==> src/rtl/ifetch_queue.sv <==
// Instruction fetch queue: issues sequential fetches to a synchronous-read instruction memory
// and buffers the returned words with their PCs for decode; redirect flushes and refetches.
module ifetch_queue #(
  parameter int unsigned     PC_W     = 64,
  parameter int unsigned     INSTR_W  = 32,
  parameter int unsigned     DEPTH    = 4,
  parameter logic [PC_W-1:0] RESET_PC = '0
) (
  input  logic                       clk,
  input  logic                       arst_n,
  input  logic                       enable,
  input  logic                       redirect,
  input  logic [PC_W-1:0]            redirect_pc,
  output logic                       imem_ren,
  output logic [PC_W-1:0]            imem_addr,
  input  logic [INSTR_W-1:0]         imem_rdata,
  output logic                       out_valid,
  output logic [INSTR_W-1:0]         out_instr,
  output logic [PC_W-1:0]            out_pc,
  input  logic                       out_ready,
  output logic [$clog2(DEPTH+1)-1:0] occupancy
);

  localparam int unsigned PtrW = $clog2(DEPTH);
  localparam int unsigned CntW = $clog2(DEPTH+1);
  localparam logic [CntW:0] Full = (CntW+1)'(DEPTH);

  logic [PC_W-1:0]    fetch_pc_q;
  logic [INSTR_W-1:0] instr_mem [DEPTH];
  logic [PC_W-1:0]    pc_mem    [DEPTH];
  logic [PtrW-1:0]    wr_ptr_q, rd_ptr_q;
  logic [CntW-1:0]    count_q;
  logic               inflight_q;
  logic [PC_W-1:0]    inflight_pc_q;

  logic [CntW:0] fill;
  logic          issue, push, pop;

  always_comb begin
    // An in-flight word always has a reserved slot, so issue only while slots remain.
    fill      = {1'b0, count_q} + (CntW+1)'(inflight_q);
    issue     = arst_n & enable & ~redirect & (fill < Full);
    push      = inflight_q & ~redirect;
    out_valid = (count_q != '0);
    pop       = out_valid & out_ready & ~redirect;
    imem_ren  = issue;
    imem_addr = fetch_pc_q;
    out_instr = instr_mem[rd_ptr_q];
    out_pc    = pc_mem[rd_ptr_q];
    occupancy = count_q;
  end

  always_ff @(posedge clk or negedge arst_n) begin
    if (!arst_n) begin
      fetch_pc_q    <= RESET_PC;
      wr_ptr_q      <= '0;
      rd_ptr_q      <= '0;
      count_q       <= '0;
      inflight_q    <= 1'b0;
      inflight_pc_q <= '0;
      for (int i = 0; i < int'(DEPTH); i++) begin
        instr_mem[i] <= '0;
        pc_mem[i]    <= '0;
      end
    end else begin
      inflight_q <= issue;
      if (issue) inflight_pc_q <= fetch_pc_q;
      if (redirect) begin
        fetch_pc_q <= {redirect_pc[PC_W-1:2], 2'b00};
        wr_ptr_q   <= '0;
        rd_ptr_q   <= '0;
        count_q    <= '0;
      end else begin
        if (issue) fetch_pc_q <= fetch_pc_q + PC_W'(4);
        if (push) begin
          instr_mem[wr_ptr_q] <= imem_rdata;
          pc_mem[wr_ptr_q]    <= inflight_pc_q;
          wr_ptr_q            <= wr_ptr_q + PtrW'(1);
        end
        if (pop) rd_ptr_q <= rd_ptr_q + PtrW'(1);
        if (push && !pop)      count_q <= count_q + CntW'(1);
        else if (pop && !push) count_q <= count_q - CntW'(1);
      end
    end
  end

endmodule

==> config.mk <==
export PLATFORM = sky130hd
export DESIGN_NAME = ifetch_queue
export DESIGN_NICKNAME = d
export VERILOG_FILES = /design/src/rtl/ifetch_queue.sv
export SDC_FILE = /design/constraint.sdc
export NUM_CORES = 1
export LEC_CHECK = 0
export BUFFER_PORTS_ARGS = -buffer_cell sky130_fd_sc_hd__buf_2
export CAP_MARGIN = 40
export CORE_UTILIZATION = 53
export DETAILED_ROUTE_END_ITERATION = 8
export GPL_ROUTABILITY_DRIVEN = 0
export GPL_TIMING_DRIVEN = 0
export PLACE_DENSITY = 0.79
export SLEW_MARGIN = 15
export SYNTH_ARGS = -nofsm -noshare
export SYNTH_HDL_FRONTEND = slang
export SYNTH_SLANG_ARGS = --single-unit
==> constraint.sdc <==
create_clock -name clk -period 2 [get_ports clk]
set_clock_uncertainty 0.05 [all_clocks]
set_input_delay 0.3 -clock clk [delete_from_list [all_inputs] [get_ports clk]]
set_output_delay 0.3 -clock clk [all_outputs]
set_load 0.01 [all_outputs]
==> summary.md <==
| Metric | Value |
|---|---|
| Status | `complete, but fails checks` |
| Dpl hpwl | `44,300 um` |
| Cell count after placement | `2,589` |
| CP endpoint kind | `primary output` |
| Crit path launch type | `flop` |
| Clk slew on worst S/H paths | `around 60 ps` |
| Die Span Y | `approximately 210 um` |
| CP max FO | `6` |
| Final Cell Area | `0.0306 mm2` |
| Final net count | `~2,400` |
| Sequential element share of the synthesized area | `a little over half` |
| Final std cells w/o fill | `2,882` |
| RSZ-0062 raised after global routing | `true` |
| Die X | `211 um` |
| Initial drt markers | `2,140` |
| Failing checks | `negative hold slack, negative setup slack` |
| Post-Syn Area per Cell | `roughly 13 um2` |
| H-tree depth | `2` |
| Detail Route Antenna Nets | `0` |
| Clock Sinks | `508` |
| Total number of vias | `between 15,000 and 20,000` |
| CP peak stage delay | `about 490 ps` |
| Total GRT Usage | `a little under a third` |
| Initial antenna violation count | `5` |
| Global-route wire length before repair | `roughly 110,000 um` |
| Crit path max-delay family | `buffers and inverters` |
| Final WS setup | `-563 ps` |
| # IOs | `around 270` |
| Wire length per cell | `~26 um` |
| Post-synth EDFFs | `0` |
| Core Box Area | `between 0.04 and 0.05 mm2` |
| Critical path class | `reg2out` |
| Final worst-path cycle share | `128%` |
| Hold-fix buffers, CTS | `95` |
| 1st-pass router iterations | `7` |
| Power per cell area | `~1100 mW/mm2` |
| Worst Path Required | `1650 ps` |
| Root Buffer Master | `clkbuf_16` |
| Final TNS setup | `-45,090 ps` |
| Hold Vio Cnt, Final | `230` |
| Min cycle time layout | `about 2600 ps` |
| Most Frequent Cell on Critical Path | `buf_12` |
| Slowest cell on the critical path | `mux4_2` |
| WL final | `~74,000 um` |
| Post-synthesis cell count | `between 1,500 and 2,000` |
| VDD IR max | `around 0.85 mV` |
| Placed cell areas | `roughly 0.026 mm2` |
| Ys Warns | `0` |
| Fmax achieved | `0.390 GHz` |
| Relative slew margins | `between 30% and 40%` |
| DRC viols | `0` |
| CP arrival | `around 2200 ps` |
| Synth cell types | `70` |
| TritonCTS clock tree | `yes` |
| Grt total ovfl | `0` |
| Fin. max-slew vios | `0` |
| Clock tree buffer depth | `3` |
| Port bufs | `258` |
| FF+latch count, synth | `508` |
| R2R Setup Slk | `-220 ps` |
| Inserted Clock Buffers | `52` |
| Row count | `between 70 and 80` |
| Async set or reset register ratio after synthesis | `100%` |
| Largest net degree at the start of global routing | `106` |
| Die Area | `0.0446 mm2` |
| Final setup vio count | `around 130` |
| Ratio of cells with drive above 1 in the final layout | `between 50 and 60%` |
| Top_reg_cell synth | `dfrtp_1` |
| Layout area overhead | `31.7%` |
| Bufs and invs on worst path | `5` |
| Hold Slack | `-264 ps` |
| HP Class | `in2async` |
| Critical-path cell list | `buf_12 > buf_4 > buf_6 > buf_12 > mux4_2 > buf_2` |
| Via count of the first global-routing pass | `17,900` |
| Initial Util | `53.8%` |
| Synth Cell Area | `0.0232 mm2` |
| LEAKAGE | `approximately 15 nW` |
| DR vias/cell | `6.25` |
| Worst slew pin tran | `a little over 900 ps` |
| Max cap viols | `0` |
| Skew-Pair Late Insertion Delay | `610 ps` |
per-stage QoR:
stage	power, mW	util (%)	worst slack, ps
floorplan	19.2	-	-42.1
global placement	22.4	58.6	-10140
detailed placement	22.9	59.1	-1660
CTS	34.0	68.4	-584
global route	36.5	70.8	-621
finish	35.1	70.8	-563
synth_stat cells (6+ instances only):
cell	count	area [um2]
or4_1	12	90.1
nand3_1	48	240
nand2_1	239	897
buf_1	10	37.5
o211ai_1	23	173
nor3_1	8	40.0
mux4_2	94	2120
and2_1	6	37.5
dfrtp_1	508	12700
nand4_1	34	213
or3_1	9	56.3
buf_2	47	235
a221o_1	8	80.1
mux2i_1	11	110
and3_1	7	43.8
clkbuf_1	55	206
nor2_1	35	131
a21oi_1	12	60.1
mux2_2	377	4250
inv_1	18	67.6
o311ai_0	11	96.3
o21ai_0	38	190
nor4_1	12	75.1
a31oi_1	12	75.1
cell families after synthesis:
logic type / count (synthesis) / synth area share (%)
and+or+nand+nor: 449 / 9.69
adders and majority gates: 6 / 0.356
muxes: 483 / 27.9
other: 1 / 0.0162
buffers and inverters: 142 / 2.86
AOI/OAI and AO/OA: 136 / 4.08
xor gates and xnor gates: 7 / 0.264
DFF: 508 / 54.8
layout by cell type (no fill, tap or decap), types with 8 or more instances in the layout:
| cell type | n |
|---|---|
| a21oi_1 | 10 |
| a221o_1 | 8 |
| a31oi_1 | 11 |
| buf_12 | 16 |
| buf_16 | 9 |
| buf_2 | 226 |
| buf_4 | 104 |
| buf_6 | 82 |
| buf_8 | 18 |
| clkbuf_1 | 20 |
| clkbuf_16 | 58 |
| clkbuf_2 | 20 |
| clkbuf_8 | 18 |
| dfrtp_1 | 469 |
| dfrtp_2 | 39 |
| dlygate4sd3_1 | 90 |
| inv_1 | 18 |
| mux2_2 | 377 |
| mux2i_1 | 11 |
| mux4_2 | 94 |
| nand2_1 | 233 |
| nand3_1 | 41 |
| nand3_4 | 9 |
| nand4_1 | 34 |
| nor2_1 | 32 |
| nor4_4 | 11 |
| o211ai_1 | 23 |
| o21ai_0 | 28 |
| or3_1 | 8 |
| or4_1 | 8 |
path summary, 6_finish.rpt:
| check | cells past startpoint | end | from |
|---|---|---|---|
| max in group asynchronous | 5 | imem_addr[48] | arst_n |
| hold / removal | 2 | pc_mem[201] | arst_n |
| setup reg to reg | 7 | imem_addr[52] | imem_addr[25] |
| min in group clk | 4 | imem_addr[44] | redirect_pc[44] |
| setup / recovery | 6 | out_pc[23] | rd_ptr_q[0] |
| hold reg to reg | 1 | pc_mem[12] | pc_mem[12] |
state kept, by name, summed over array words and instances (netlist names):
| signal | flops |
|---|---|
| imem_addr | 62 |
| inflight_pc_q | 62 |
| inflight_q | 1 |
| instr_mem | 128 |
| occupancy | 3 |
| pc_mem | 248 |
| rd_ptr_q | 2 |
| wr_ptr_q | 2 |
repair_timing:
| action | in CTS | in global routing |
|---|---|---|
| setup buffers | 56 | 46 |
| cloned | 2 | 8 |
| endpoints found under the setup margin | 596 | 396 |
| pin swaps | 26 | 53 |
| resized for setup | 241 | 174 |
| endpoints found under the hold margin | 350 | 230 |
per-layer routing:
metal | up-vias | track usage, % | wire length, um | share of wire [%]
met1 | 9092 | 42.3 | 27500 | 37
met2 | 1103 | 49.3 | 34200 | 46
met5 | - | 0 | 21 | 0.028
met4 | 4 | 15.1 | 4570 | 6.2
li1 | 7425 | - | - | -
met3 | 381 | 6.45 | 7650 | 10
layout make-up:
cell class	instances	area (um2)
multi-input cells	1085	10300
inverters	20	91.3
fillers	2683	12600
plain buffers	113	1080
diodes	3	7.51
clock buffers	78	1530
flip-flops and latches	508	12800
repair buffers	476	3900
well taps	585	732
clock inverters	14	178
report_power, final:
group,switching (mW),internal [mW]
clock network,4.14,5.66
registers,1.80,12.3
logic,5.11,6.14
No activity file was read; power rests on OpenSTA's default activity.
